--- config.mk ---
export PLATFORM = sky130hd
export DESIGN_NAME = uart_tx_ctrl
export DESIGN_NICKNAME = d
export VERILOG_FILES = /design/src/rtl/uart_tx_ctrl.sv
export SDC_FILE = /design/constraint.sdc
export NUM_CORES = 1
export LEC_CHECK = 0
export ABC_AREA = 1
export BUFFER_PORTS_ARGS = -buffer_cell sky130_fd_sc_hd__buf_2
export CELL_PAD_IN_SITES_DETAIL_PLACEMENT = 0
export CELL_PAD_IN_SITES_GLOBAL_PLACEMENT = 1
export CORE_ASPECT_RATIO = 1.2
export CORE_MARGIN = 4
export CORE_UTILIZATION = 45
export DETAILED_ROUTE_END_ITERATION = 7
export HOLD_SLACK_MARGIN = 0.08
export PLACE_DENSITY = 0.85
export SETUP_SLACK_MARGIN = 0.15
export SLEW_MARGIN = 20
export SYNTH_ARGS = -nofsm -noshare
export SYNTH_HDL_FRONTEND = slang
export SYNTH_SLANG_ARGS = --single-unit
--- constraint.sdc ---
create_clock -name clk -period 3.1 [get_ports clk]
set_clock_uncertainty 0.2 [all_clocks]
set_input_delay 0.465 -clock clk [delete_from_list [all_inputs] [get_ports clk]]
set_output_delay 0.465 -clock clk [all_outputs]
set_load 0.01 [all_outputs]
--- src/rtl/uart_tx_ctrl.sv ---
// UART transmit sequencer: start, data (LSB first), parity and stop bits.
// Drives the mux_4x1 select pair plus the data and parity bits.
module uart_tx_ctrl #(
  parameter int CLKS_PER_BIT = 16,
  parameter int DATA_WIDTH   = 8,
  parameter int PARITY_ODD   = 0
) (
  input  logic                  clk,
  input  logic                  rst,
  input  logic                  TX_start,
  input  logic [DATA_WIDTH-1:0] TX_datain,
  output logic                  TX_busy,
  output logic                  TX_done,
  output logic                  s0,
  output logic                  s1,
  output logic                  DATA_BIT,
  output logic                  PARITY_BIT
);

  localparam int CW = (CLKS_PER_BIT > 1) ? $clog2(CLKS_PER_BIT) : 1;
  localparam int IW = (DATA_WIDTH > 1) ? $clog2(DATA_WIDTH) : 1;
  localparam logic [CW-1:0] CNT_LAST = CW'(CLKS_PER_BIT - 1);
  localparam logic [IW-1:0] IDX_LAST = IW'(DATA_WIDTH - 1);

  typedef enum logic [2:0] {IDLE, START, DATA, PARITY, STOP} state_t;

  state_t                r_state, w_state_nxt;
  logic [CW-1:0]         r_cnt, w_cnt_nxt;
  logic [IW-1:0]         r_idx, w_idx_nxt;
  logic [DATA_WIDTH-1:0] r_shift, w_shift_nxt;
  logic                  r_s0, r_s1, r_busy, r_done, r_data_bit, r_parity_bit;
  logic                  w_s0_nxt, w_s1_nxt, w_busy_nxt, w_done_nxt;
  logic                  w_data_bit_nxt, w_parity_bit_nxt;
  logic                  w_bit_end;

  always_ff @(posedge clk or posedge rst) begin
    if (rst) begin
      r_state      <= IDLE;
      r_cnt        <= '0;
      r_idx        <= '0;
      r_shift      <= '0;
      r_s0         <= 1'b1;
      r_s1         <= 1'b1;
      r_busy       <= 1'b0;
      r_done       <= 1'b0;
      r_data_bit   <= 1'b0;
      r_parity_bit <= 1'b0;
    end else begin
      r_state      <= w_state_nxt;
      r_cnt        <= w_cnt_nxt;
      r_idx        <= w_idx_nxt;
      r_shift      <= w_shift_nxt;
      r_s0         <= w_s0_nxt;
      r_s1         <= w_s1_nxt;
      r_busy       <= w_busy_nxt;
      r_done       <= w_done_nxt;
      r_data_bit   <= w_data_bit_nxt;
      r_parity_bit <= w_parity_bit_nxt;
    end
  end

  always_comb begin
    w_state_nxt      = r_state;
    w_cnt_nxt        = r_cnt;
    w_idx_nxt        = r_idx;
    w_shift_nxt      = r_shift;
    w_parity_bit_nxt = r_parity_bit;
    w_bit_end        = (r_cnt == CNT_LAST);

    if (r_state != IDLE) begin
      w_cnt_nxt = w_bit_end ? '0 : r_cnt + CW'(1);
    end

    case (r_state)
      IDLE: begin
        if (TX_start) begin
          w_shift_nxt      = TX_datain;
          w_parity_bit_nxt = (^TX_datain) ^ (PARITY_ODD != 0);
          w_cnt_nxt        = '0;
          w_idx_nxt        = '0;
          w_state_nxt      = START;
        end
      end
      START: begin
        if (w_bit_end) w_state_nxt = DATA;
      end
      DATA: begin
        if (w_bit_end) begin
          w_shift_nxt = r_shift >> 1;
          if (r_idx == IDX_LAST) begin
            w_state_nxt = PARITY;
          end else begin
            w_idx_nxt = r_idx + IW'(1);
          end
        end
      end
      PARITY: begin
        if (w_bit_end) w_state_nxt = STOP;
      end
      STOP: begin
        if (w_bit_end) w_state_nxt = IDLE;
      end
      default: w_state_nxt = IDLE;
    endcase

    // Outputs are derived from the next state so the registered ports line up
    // with the state they describe, with no input-to-output combinational path.
    w_busy_nxt = (w_state_nxt != IDLE);
    w_done_nxt = (w_state_nxt == STOP) && (w_cnt_nxt == CNT_LAST);
    case (w_state_nxt)
      START:   {w_s0_nxt, w_s1_nxt} = 2'b00;
      DATA:    {w_s0_nxt, w_s1_nxt} = 2'b01;
      PARITY:  {w_s0_nxt, w_s1_nxt} = 2'b10;
      default: {w_s0_nxt, w_s1_nxt} = 2'b11;
    endcase
    w_data_bit_nxt = (w_state_nxt == DATA) ? w_shift_nxt[0] : r_data_bit;
  end

  assign TX_busy    = r_busy;
  assign TX_done    = r_done;
  assign s0         = r_s0;
  assign s1         = r_s1;
  assign DATA_BIT   = r_data_bit;
  assign PARITY_BIT = r_parity_bit;

endmodule

# After elaboration in Yosys (flattened, before gate mapping)
# Index checks and enable logic that the tools add are counted.
totals:
  memories: 0
  word_cells: 58
  mem_bits_ro: 0
  latchBits: 0
  ramBits: 0
  regBits: 24
  in_bits: 11
op_classes:
  n_shift: 0
  eq_ne: 14
  muxes: 20
  bitwise: 0
  reduce_logical: 11
  n_lt_le_gt_ge: 0
  n_addsub: 2
  mul: 0
  div_mod_pow: 0
op_table:
  columns: ["op", "n"]
  rows:
  - ["3-bit 2-to-1 mux", 9]
  - ["4-bit 2-to-1 mux", 4]
  - ["8-bit 2-to-1 mux", 2]
  - ["8-bit case mux with 2 select lines", 1]
  - ["3-bit case mux with 5 select lines", 1]
  - ["3-bit by 2-bit equality test with 1-bit output, second input constant", 4]
  - ["3-bit equality test, second input constant", 3]
  - ["4-bit equality test, second input constant", 2]
  - ["8-bit parity", 1]
  - ["3-bit by 1-bit equality test with 1-bit output, second input constant", 2]
  - ["2-bit inequality test, second input constant", 3]
  - ["3-bit case mux with 2 select lines", 1]
  - ["3-bit nonzero test", 2]
  - ["4-bit by 1-bit adder with 4-bit output, second input constant", 1]
  - ["4-bit AND reduction", 1]
  - ["2-bit OR reduction", 2]
  - ["3-bit by 1-bit adder with 3-bit output, second input constant", 1]
  - ["3-bit logical NOT", 1]
  - ["3-bit AND reduction", 1]
  - ["1-bit 2-to-1 mux", 2]
  - ["2-bit AND reduction", 1]
  - ["2-bit nonzero test", 1]
  - ["1-bit logical AND", 1]

# Longest topological paths before layout
# Gate-level depths: netlist of the first run.
logic_depth:
  word_depth: 7
  mapped_depth: 9

# Worst setup path before layout of the first run
# No wires, ideal clock.
synth_path:
  path_kind: "reg-to-reg"
  startpoint: "register r_cnt[0]"
  endpoint: "register r_shift[3]"
  setup_time_ps: 124
  t_arrival_ps: 1224
  stages_incl_launch_ff: 9
  setup_slack_ps: 1552
  path_cell_list: "dfrtp_1 -> ha_1 -> nand2_1 -> nor2_1 -> nand2_1 -> nand2_1 -> inv_1 -> nand2_1 -> nand2_1"
synth_via:
  elab_chain_len: 3
synth_rtl:
  columns: ["item", "line_no", "text"]
  rows:
  - ["start: declaration", "28", "logic [CW-1:0] r_cnt, w_cnt_nxt;"]
  - ["start signal: assignment", "50", "r_cnt <= w_cnt_nxt;"]
  - ["4-bit equality test", "68", "w_bit_end = (r_cnt == CNT_LAST);"]
  - ["2-bit inequality test (no line)", null, null]
  - ["3-bit AND reduction (no line)", null, null]
  - ["end signal: assignment", "52", "r_shift <= w_shift_nxt;"]
  - ["end: declaration", "30", "logic [DATA_WIDTH-1:0] r_shift, w_shift_nxt;"]
# Every way passes these cells.
# A chain may end at the register's enable or synchronous reset.

# Worst setup path in the final report of the first run
layout_path:
  startpoint: "register r_cnt[0]"
  endpoint: "register r_shift[4]"
# The elaborated chain is that of the path after synthesis.

==> results.cfg, run 1 <==
[sta]
min_hold_slack_ns = 0.110
finalHoldViolations = 0
finalSetupViolations = 0
totalNegativeSetupSlack_ns = 0
final_worst_path_period_share = 0.599
fmax_mhz = 539
finalCriticalPeriod_ns = 1.86
max_slew.worst_pin.slew_ns = 0.908
timing.final.max_slew_violations = 0
timing.max_slew.rel_slack = 0.394
rsz0062_at_grt = no

[layout]
final_cell_area_sq_um = 1550
syn_to_final_growth_pct = 11.4
drive_above_1_share = 0.191
antenna_cells = 0
count_of_nets_after_finishing = 209
finalNonFillerCells = 228

[clock_tree]
clock_insertion_delay_at_the_later_pin_of_the_skew_report_ns = 0.32
cts_hold_buf = 0
cts-buffers-inserted = 3
cts.repair.resized = 0
ctsHtreeMaxLevel = 1
buffers_from_clock_root_to_sink_at_most = 2
cts_post_setup_buffers_inserted = 0
clock_tree.root_cell = sky130_fd_sc_hd__clkbuf_4
cts_num_sinks = 24
cts_tree = yes
worst_setup_hold_path_clk_slew_ns = 0.14

[die]
initial_util = 0.483
core-area_sq_um = 2890
chipHeight_um = 69.0
io_pins = 17
chipWidth_um = 58.8
fp-row-count = 21
die-area_sq_um = 4060

[power_and_ir_drop]
power.leakage_nw = 0.825
power_density_nw_per_um2 = 335
vdd_drop_max_v = 0.000222

[logic_synthesis]
yosys_warnings = 0
netlist_area_sq_um = 1400
postSynthCellCount = 174
synth_fp_nets = 188
synth_area_per_cell_sq_um = 8.02
fraction_of_the_yosys_area_taken_by_sequential_cells = 0.432
ys_types = 24
postSynthRegisterBits = 24

[worst_setup_path]
timing.critical_path.arrival_ns = 1.87
worst-path-max-fanout = 5
endpoint_kind = flip-flop
worst_ep_required_time_ns = 3.11
critPathKind = flip-flop to flip-flop
crit_path_start_kind = flip-flop

[route]
drt_first_iter_violations = 37
post-route-drc-count = 0
drt_pre_antenna_iters = 4
routed_wirelength_mm = 2.63
vias_per_std_cell = 5.05
avgRoutedWirePerCell_um = 11.5
ant_nets = 0
vias = 1152

[run_status]
outcome = complete, no violations

[global_routing]
grt_antenna_before_repair = 0
globalRouteTotalUtil = 0.151
via_count_of_the_first_global_routing_pass = 1072
grt_pass1_wl_mm = 4.62
global_route.overflow_total = 0
grt_start_max_net_pins = 25

[hold_path]
min_path_type = input pin to asynchronous set/reset pin

[placed_design]
gp_congestion = 0.865
dpl.cell_count = 224
dp.final_hpwl_mm = 2.04
placedInstanceArea_sq_um = 1520
placement.io_buffers = 16

[job]
timing.max_cap.violations = 0
-- report_power, final --
part | leakage [nW] | internal, W | switching, W
Sequential | 0.288 | 0.000313 | 0
Combinational | 0.517 | 0.0000144 | 0.0000233
Clock | 0.0210 | 0.0000719 | 0.0000978
-- sequential cells by signal (all words and copies together), names as in the netlist --
name        count
TX_done         1
r_idx           3
DATA_BIT        1
PARITY_BIT      1
r_cnt           4
r_shift         8
s1              1
s0              1
TX_busy         1
r_state         3
-- layout by cell type, fill, tap and decap left out, drive strengths merged, types with 2 or more instances in the layout --
| cell type | Yosys | layout |
|---|---|---|
| a21oi | 2 | 2 |
| a22oi | 4 | 4 |
| inv | 23 | 23 |
| dfstp | 2 | 2 |
| xor2 | 4 | 4 |
| buf | 0 | 16 |
| clkbuf | 0 | 4 |
| xnor2 | 5 | 5 |
| ha | 3 | 3 |
| dfrtp | 22 | 22 |
| o21ai | 7 | 7 |
| nor2 | 15 | 15 |
| nand2 | 64 | 64 |
| nand3 | 18 | 18 |
-- per-stage QoR --
step                total power (W)  setup slack [ns]   util
CTS                        0.000528              1.25  0.538
global placement           0.000357              1.37  0.525
global route               0.000548              1.08  0.538
finish                     0.000521              1.24  0.538
detailed placement         0.000358              1.27  0.525
floorplan                  0.000342              1.55      -
-- per-layer routing --
layer | up-vias | part of all wire | global-route usage
met2 | 12 | 0.52 | 0.262
met3 | 5 | 0.021 | 0.0168
li1 | 590 | - | -
met1 | 545 | 0.44 | 0.182
met5 | - | 0 | 0
met4 | 0 | 0.020 | 0.0793
-- cells in the mapped netlist --
cell type / n / area share
sky130_fd_sc_hd__nand3_4: 2 / 0.025
sky130_fd_sc_hd__nand2_1: 60 / 0.16
sky130_fd_sc_hd__xor2_1: 4 / 0.025
sky130_fd_sc_hd__inv_1: 21 / 0.057
sky130_fd_sc_hd__inv_2: 1 / 0.0027
sky130_fd_sc_hd__nor2_4: 4 / 0.032
sky130_fd_sc_hd__xnor2_1: 5 / 0.031
sky130_fd_sc_hd__a21oi_1: 2 / 0.0072
sky130_fd_sc_hd__o21ai_0: 7 / 0.025
sky130_fd_sc_hd__a21boi_1: 1 / 0.0054
sky130_fd_sc_hd__a22oi_1: 4 / 0.022
sky130_fd_sc_hd__inv_4: 1 / 0.0045
sky130_fd_sc_hd__nand3_1: 14 / 0.050
sky130_fd_sc_hd__ha_1: 3 / 0.027
sky130_fd_sc_hd__dfstp_2: 2 / 0.038
sky130_fd_sc_hd__nand2_2: 1 / 0.0045
sky130_fd_sc_hd__o211ai_1: 1 / 0.0054
sky130_fd_sc_hd__nor2_1: 11 / 0.030
sky130_fd_sc_hd__nand3_2: 2 / 0.014
sky130_fd_sc_hd__dfrtp_1: 22 / 0.39
sky130_fd_sc_hd__nand2_4: 3 / 0.024
sky130_fd_sc_hd__o221ai_1: 1 / 0.0063
sky130_fd_sc_hd__clkinv_2: 1 / 0.0036
sky130_fd_sc_hd__nand4_1: 1 / 0.0045
-- cell type report --
cell class | instances | area, sq um
flip-flops and latches | 24 | 603
repair buffers | 16 | 80.1
clock buffers | 4 | 36.3
fillers | 285 | 1340
well taps | 34 | 42.5
multi-input cells | 126 | 698
inverters | 24 | 93.8
-- worst max-delay path: stages, from the launching register on --
cell	delay (ns)
sky130_fd_sc_hd__dfrtp_1	0.44
sky130_fd_sc_hd__ha_1	0.23
sky130_fd_sc_hd__nand2_1	0.08
sky130_fd_sc_hd__nor2_1	0.29
sky130_fd_sc_hd__nand2_1	0.15
sky130_fd_sc_hd__nand2_1	0.13
sky130_fd_sc_hd__inv_1	0.11
sky130_fd_sc_hd__nand2_1	0.07
sky130_fd_sc_hd__nand2_1	0.05
-- logic make-up (layout without fill, tap and decap cells) --
kind of cell | count (synthesis) | after routing | synth area share
and+or+nand+nor | 98 | 98 | 0.346
DFF | 24 | 24 | 0.432
buffers and inverters | 24 | 44 | 0.0673
AOI/OAI and AO/OA | 16 | 16 | 0.0709
xor gates and xnor gates | 9 | 9 | 0.0565
adders and majority gates | 3 | 3 | 0.0269
-- final timing paths --
kind | depth (start not counted) | start | slack, ns | to
setup / recovery | 8 | r_cnt[0] | 1.24 | r_shift[4]
hold / removal | 2 | rst | 0.11 | r_shift[0]
setup reg to reg | 8 | r_cnt[0] | 1.24 | r_shift[4]
hold reg to reg | 1 | r_idx[0] | 0.29 | r_idx[0]
max in group asynchronous | 2 | rst | 2.03 | r_cnt[2]
min in group clk | 3 | TX_datain[7] | 0.20 | r_shift[7]
Power figures use the tool's default switching activity.
==> inputs of run 2 (changes only) <==
--- a/config.mk
+++ b/config.mk
@@ -11,10 +11,10 @@
 export CELL_PAD_IN_SITES_GLOBAL_PLACEMENT = 1
 export CORE_ASPECT_RATIO = 1.2
 export CORE_MARGIN = 4
-export CORE_UTILIZATION = 45
+export CORE_UTILIZATION = 38
 export DETAILED_ROUTE_END_ITERATION = 7
 export HOLD_SLACK_MARGIN = 0.08
-export PLACE_DENSITY = 0.85
+export PLACE_DENSITY = 0.77
 export SETUP_SLACK_MARGIN = 0.15
 export SLEW_MARGIN = 20
 export SYNTH_ARGS = -nofsm -noshare
==> constraint.sdc (replaced) <==
create_clock -name clk -period 1.6 [get_ports clk]
set_clock_uncertainty 0.2 [all_clocks]
set_input_delay 0.24 -clock clk [delete_from_list [all_inputs] [get_ports clk]]
set_output_delay 0.24 -clock clk [all_outputs]
set_load 0.01 [all_outputs]
==> run 2 against run 1 <==
Against the previous run:
- total power increased by 110%
- critical path type unchanged
- setup slack got worse by 1.2 ns
- final cell count grew 11%
- maximum frequency increased by 19%
- register-to-register slack got worse by 1.2 ns
- largest power group unchanged
- die area is 16% higher
- sequential power is 94% higher
==> results.cfg, run 2 (same netlist as run 1, synthesis figures left out) <==
[layout]
leading_cell_type_in_the_layout_fill_and_taps_excluded = sky130_fd_sc_hd__nand2_1
largest-register = r_shift
antenna_cells = 0
drive_above_1_share = 0.347
reg_top3 = r_shift x8, r_cnt x4
multi_input_area_sq_um = 830
layout_common_cells = 55 x sky130_fd_sc_hd__nand2_1, 19 x sky130_fd_sc_hd__dfrtp_1, 18 x sky130_fd_sc_hd__inv_1
finalNonFillerCells = 253
filler_cell_count = 311
count_of_nets_after_finishing = 231
syn_to_final_growth_pct = 37.3
largest_register_ffs = 8
sequential_area_sq_um = 607

[worst_setup_path]
worst_ep_required_time_ns = 1.55
endpoint_kind = flip-flop
timing.critical_path.arrival_ns = 1.51
regToRegStartpoint = r_cnt[1]
critical-path-top-delay-family = simple AND/OR/NAND/NOR gates
critPathSlowestCell = sky130_fd_sc_hd__dfrtp_1
worst-r2r-cell-count = 8
crit_path_start_kind = flip-flop
critPathKind = flip-flop to flip-flop
path_common_cell = sky130_fd_sc_hd__nand2_2
worst-path-max-fanout = 5
critical_path.n_buffers_inverters = 1
critPathMaxStageDelay_ns = 0.41
r2r-end = r_shift[6]
timing.critical_path.cells = ha_4, nand2_2, nor2_4, nand2_2, nand2_2, inv_2, nand2_1, nand2_1
setup.reg_to_reg.worst_slack_ns = 0.04

[run_status]
outcome = complete, no violations

[sta]
finalSetupViolations = 0
timing.final.max_slew_violations = 0
final_worst_path_period_share = 0.978
finalHoldViolations = 0
timing.max_slew.rel_slack = 0.795
finalCriticalPeriod_ns = 1.56
fmax_mhz = 639
max_slew.worst_pin.slew_ns = 0.308
rsz0062_at_grt = yes
totalNegativeSetupSlack_ns = 0

[power_and_ir_drop]
power_density_nw_per_um2 = 568
power.leakage_nw = 0.961
vdd_drop_max_v = 0.000339

[job]
timing.max_cap.violations = 0

[placed_design]
gp_congestion = 0.744
dp.final_hpwl_mm = 2.12
placement.io_buffers = 16
dpl.cell_count = 231

[die]
initial_util = 0.407
io_pins = 17
chipWidth_um = 63.3
chipHeight_um = 74.4
die-area_sq_um = 4710
fp-row-count = 23
core-area_sq_um = 3420

[route]
routed_wirelength_mm = 3.05
ant_nets = 0
post-route-drc-count = 0
vias = 1231
avgRoutedWirePerCell_um = 12.0
drt_first_iter_violations = 51
vias_per_std_cell = 4.87
drt_pre_antenna_iters = 5

[global_routing]
via_count_of_the_first_global_routing_pass = 1227
grt_start_max_net_pins = 25
grt_antenna_before_repair = 0
grt_pass1_wl_mm = 5.25
globalRouteTotalUtil = 0.141
global_route.overflow_total = 0

[clock_tree]
cts_num_sinks = 24
cts_tree = yes
clock_tree.root_cell = sky130_fd_sc_hd__clkbuf_8
cts-buffers-inserted = 3
clock_insertion_delay_at_the_later_pin_of_the_skew_report_ns = 0.26
ctsHtreeMaxLevel = 1
worst_setup_hold_path_clk_slew_ns = 0.08
buffers_from_clock_root_to_sink_at_most = 2

[hold_path]
worstHoldPathCells = 4
hold_start = TX_start
whs_endpoint = r_cnt[0]
min_path_type = input pin to flip-flop
## run 2: how the worst max path moves through the flow
stage | endpoint | start | slack [ns] | cells past startpoint
finish | r_shift[6] | r_cnt[1] | 0.04 | 8
global route | TX_done | r_cnt[0] | -0.08 | 7
CTS | DATA_BIT | r_cnt[0] | 0.05 | 8
detailed placement | r_idx[0] | r_idx[0] | 0.05 | 6
global placement | TX_done | r_state[0] | 0.06 | 7
floorplan | r_idx[1] | r_idx[0] | 0.14 | 7
## run 2: final cells by class
class,count,share of cell area
multi-input cells,127,0.433
well taps,37,0.0242
clock buffers,4,0.0235
inverters,24,0.0542
flip-flops and latches,24,0.317
repair buffers,37,0.148
## run 2: report_power, final
group          switching [W]  total, W  leakage, nW  internal (W)
Combinational      0.0000590  0.000119        0.654     0.0000601
Sequential                 0  0.000606        0.284      0.000606
Clock               0.000185  0.000363       0.0228      0.000178
Total               0.000244   0.00109        0.961      0.000844
## run 2: worst min-delay path, stage by stage
cell and delay (ns):
sky130_fd_sc_hd__buf_2 0.15, sky130_fd_sc_hd__inv_1 0.08, sky130_fd_sc_hd__nand2_1 0.06, sky130_fd_sc_hd__a21boi_1 0.08
## run 2: timing repair
item                                   4_1_cts  5_1_grt
setup buffers                                7        2
pin swaps                                    4        3
endpoints found under the hold margin       29        0
gates cloned                                 1        0
hold buffers                                 8        0
resized for setup                           10       24
setup endpoints to repair                   15       19
## run 2: per-layer routing
layer | GRT usage | wire length [um] | vias to the layer above
met3 | 0.0227 | 107 | 6
met4 | 0.0456 | 63 | 0
met5 | 0 | 0 | -
met1 | 0.162 | 1220 | 566
li1 | - | - | 634
met2 | 0.270 | 1660 | 25
## run 2: metrics by stage
stage	utilization	cell area [sq um]	hold WS, ns	setup WS [ns]	power, W
2_1_floorplan	-	1430	0.0531	0.141	0.000662
3_3_place_gp	0.464	1590	0.0999	0.0635	0.000695
3_5_place_dp	0.464	1590	0.107	0.0466	0.000698
4_1_cts	0.526	1800	0.185	0.0546	0.00108
5_1_grt	0.559	1920	0.224	-0.0756	0.00114
6_report	0.559	1920	0.193	0.0352	0.00109
==> inputs of run 3 (changes only) <==
--- a/config.mk
+++ b/config.mk
@@ -11,10 +11,11 @@
 export CELL_PAD_IN_SITES_GLOBAL_PLACEMENT = 1
 export CORE_ASPECT_RATIO = 1.2
 export CORE_MARGIN = 4
-export CORE_UTILIZATION = 38
+export CORE_UTILIZATION = 25
 export DETAILED_ROUTE_END_ITERATION = 7
 export HOLD_SLACK_MARGIN = 0.08
-export PLACE_DENSITY = 0.77
+export PLACE_DENSITY = 0.56
+export RECOVER_POWER = 25
 export SETUP_SLACK_MARGIN = 0.15
 export SLEW_MARGIN = 20
 export SYNTH_ARGS = -nofsm -noshare
==> run 3 against run 2 <==
Against the previous run:
- cell area is 14% higher
- via count rose by 1.9%
- hold slack worse by 0.019 ns
- critical path depth did not move
- register-to-register slack about the same
- die area grew 45%
- total power is 17% higher
- wire length rose by 14%
- critical path type unchanged
- largest cell class unchanged
- largest power group unchanged
- highest routed layer unchanged
==> results.cfg, run 3 (same netlist as run 1, synthesis figures left out) <==
[sta]
fmax_mhz = 643
rsz0062_at_grt = yes
finalHoldViolations = 0
min_hold_slack_ns = 0.174
finalCriticalPeriod_ns = 1.55
max_slew.worst_pin.slew_ns = 0.639
timing.final.max_slew_violations = 0
finalSetupViolations = 0
timing.max_slew.rel_slack = 0.574
final_worst_path_period_share = 0.972

[layout]
largest-register = r_shift
drive_above_1_share = 0.491
largest_register_ffs = 8
layout_common_cells = 43 x sky130_fd_sc_hd__nand2_1, 17 x sky130_fd_sc_hd__dfrtp_1, 17 x sky130_fd_sc_hd__inv_1
antenna_cells = 0
leading_cell_type_in_the_layout_fill_and_taps_excluded = sky130_fd_sc_hd__nand2_1
reg_top3 = r_shift x8, r_cnt x4
finalNonFillerCells = 284
layout.core_utilization = 0.408
filler_cell_count = 542
syn_to_final_growth_pct = 56.1
count_of_nets_after_finishing = 237
final_cell_area_sq_um = 2180

[die]
initial_util = 0.262
fp-row-count = 29
chipHeight_um = 89.8
core-area_sq_um = 5330
io_pins = 17
chipWidth_um = 76.2
die-area_sq_um = 6840

[power_and_ir_drop]
p_sw_frac = 0.214
vdd_drop_max_v = 0.000278
seqPwrFrac = 0.476
clockPowerShare = 0.430
power.leakage_nw = 1.05
net_switching_power_of_the_design_w = 0.000272
power.share.combinational = 0.094
total_power_w = 0.00127
intPower_w = 0.00100
power_density_nw_per_um2 = 585

[hold_path]
worstHoldPathCells = 5
hold_start = TX_datain[0]
min_path_type = input pin to flip-flop
whs_endpoint = r_shift[0]

[placed_design]
dpl.cell_count = 259
dp.final_hpwl_mm = 2.26
placement.io_buffers = 16
placedInstanceArea_sq_um = 1640
gp_congestion = 0.717

[clock_tree]
ctsHtreeMaxLevel = 1
cts_num_sinks = 24
cts_tree = yes
buffers_from_clock_root_to_sink_at_most = 2
worst_setup_hold_path_clk_slew_ns = 0.09
cts-buffers-inserted = 3
clock_insertion_delay_at_the_later_pin_of_the_skew_report_ns = 0.27
clock_tree.root_cell = sky130_fd_sc_hd__clkbuf_8

[worst_setup_path]
critPathMaxStageDelay_ns = 0.47
timing.critical_path.cells = nor2_4, nand3_4, nand2_4, clkinv_4, nand2_4, nor2_1, nand2_1, nand2_1
setup.reg_to_reg.worst_slack_ns = 0.05
timing.critical_path.arrival_ns = 1.52
worst_ep_required_time_ns = 1.57
endpoint_kind = flip-flop
r2r-end = DATA_BIT
worst-path-max-fanout = 6
critPathKind = flip-flop to flip-flop
worst-r2r-cell-count = 8
crit_path_start_kind = flip-flop
regToRegStartpoint = r_state[1]
critPathSlowestCell = sky130_fd_sc_hd__dfrtp_2

[route]
ant_nets = 0
avgRoutedWirePerCell_um = 12.3
routed_wirelength_mm = 3.49
drt_first_iter_violations = 34
drt_pre_antenna_iters = 2
post-route-drc-count = 0
vias_per_std_cell = 4.42
vias = 1255

[global_routing]
globalRouteTotalUtil = 0.0988
grt_pass1_wl_mm = 5.58
grt_antenna_before_repair = 0
global_route.overflow_total = 0
grt_start_max_net_pins = 25
via_count_of_the_first_global_routing_pass = 1222

[run_status]
outcome = complete, no violations

[job]
timing.max_cap.violations = 0
## run 3: cell types whose count changed in the layout (fill, tap and decap cells not counted), sizes merged
cell,before,now
buf,29,34
bufinv,0,1
## run 3: per-stage QoR
stage / TNS [ns] / setup WS, ns
5_1_grt: -0.107 / -0.0339
6_report: 0 / 0.0451
4_1_cts: 0 / 0.0632
3_3_place_gp: -0.0284 / -0.0177
2_1_floorplan: 0 / 0.141
3_5_place_dp: -0.00417 / -0.00417
## run 3: layer usage
| metal | wire length, um | vias to the layer above | part of all wire | track usage |
|---|---|---|---|---|
| met3 | 84 | 5 | 0.024 | 0.0170 |
| met1 | 1520 | 588 | 0.44 | 0.121 |
| met5 | 0 | - | 0 | 0 |
| li1 | - | 646 | - | - |
| met2 | 1830 | 16 | 0.53 | 0.169 |
| met4 | 47 | 0 | 0.013 | 0.0408 |
## run 3: power by group through the flow
stage          Sequential, W  Clock (W)  Combinational (W)
2_1_floorplan       0.000618          0          0.0000441
3_3_place_gp        0.000618          0          0.0000799
3_5_place_dp        0.000618          0          0.0000804
4_1_cts             0.000606   0.000570          0.0000949
5_1_grt             0.000606   0.000591           0.000134
6_report            0.000606   0.000547           0.000120
## run 3: final cells by class
class,instances,area (sq um),area share
Tap cell,62,77.6,0.0356
Timing Repair Buffer,43,348,0.160
Inverter,24,109,0.0500
Multi-Input combinational cell,127,962,0.442
Clock inverter,1,30.0,0.0138
Sequential cell,24,609,0.280
Clock buffer,3,41.3,0.0190
## run 3: timing repair
item | CTS | global route
cloned | 1 | 0
resized for setup | 22 | 58
endpoints found under the setup margin | 15 | 19
endpoints found under the hold margin | 29 | 0
hold buffers | 8 | 0
setup buffers | 4 | 8
pin swaps | 12 | 21
## run 3: worst max-delay path by stage
stage	startpoint	end	slack, ns
after floorplan	r_idx[0]	r_idx[1]	0.14
after global placement	r_idx[0]	r_idx[1]	-0.02
after detailed placement	r_idx[0]	r_idx[1]	-0.004
after CTS	r_cnt[0]	TX_done	0.06
after global routing	r_state[1]	DATA_BIT	-0.03
final	r_state[1]	DATA_BIT	0.05
## run 3: critical path: cells and delay by family (launching register included)
| family | cells | cell delay, ns |
|---|---|---|
| flip-flops | 1 | 0.47 |
| AND/OR/NAND/NOR | 7 | 0.73 |
| buffers and inverters | 1 | 0.05 |
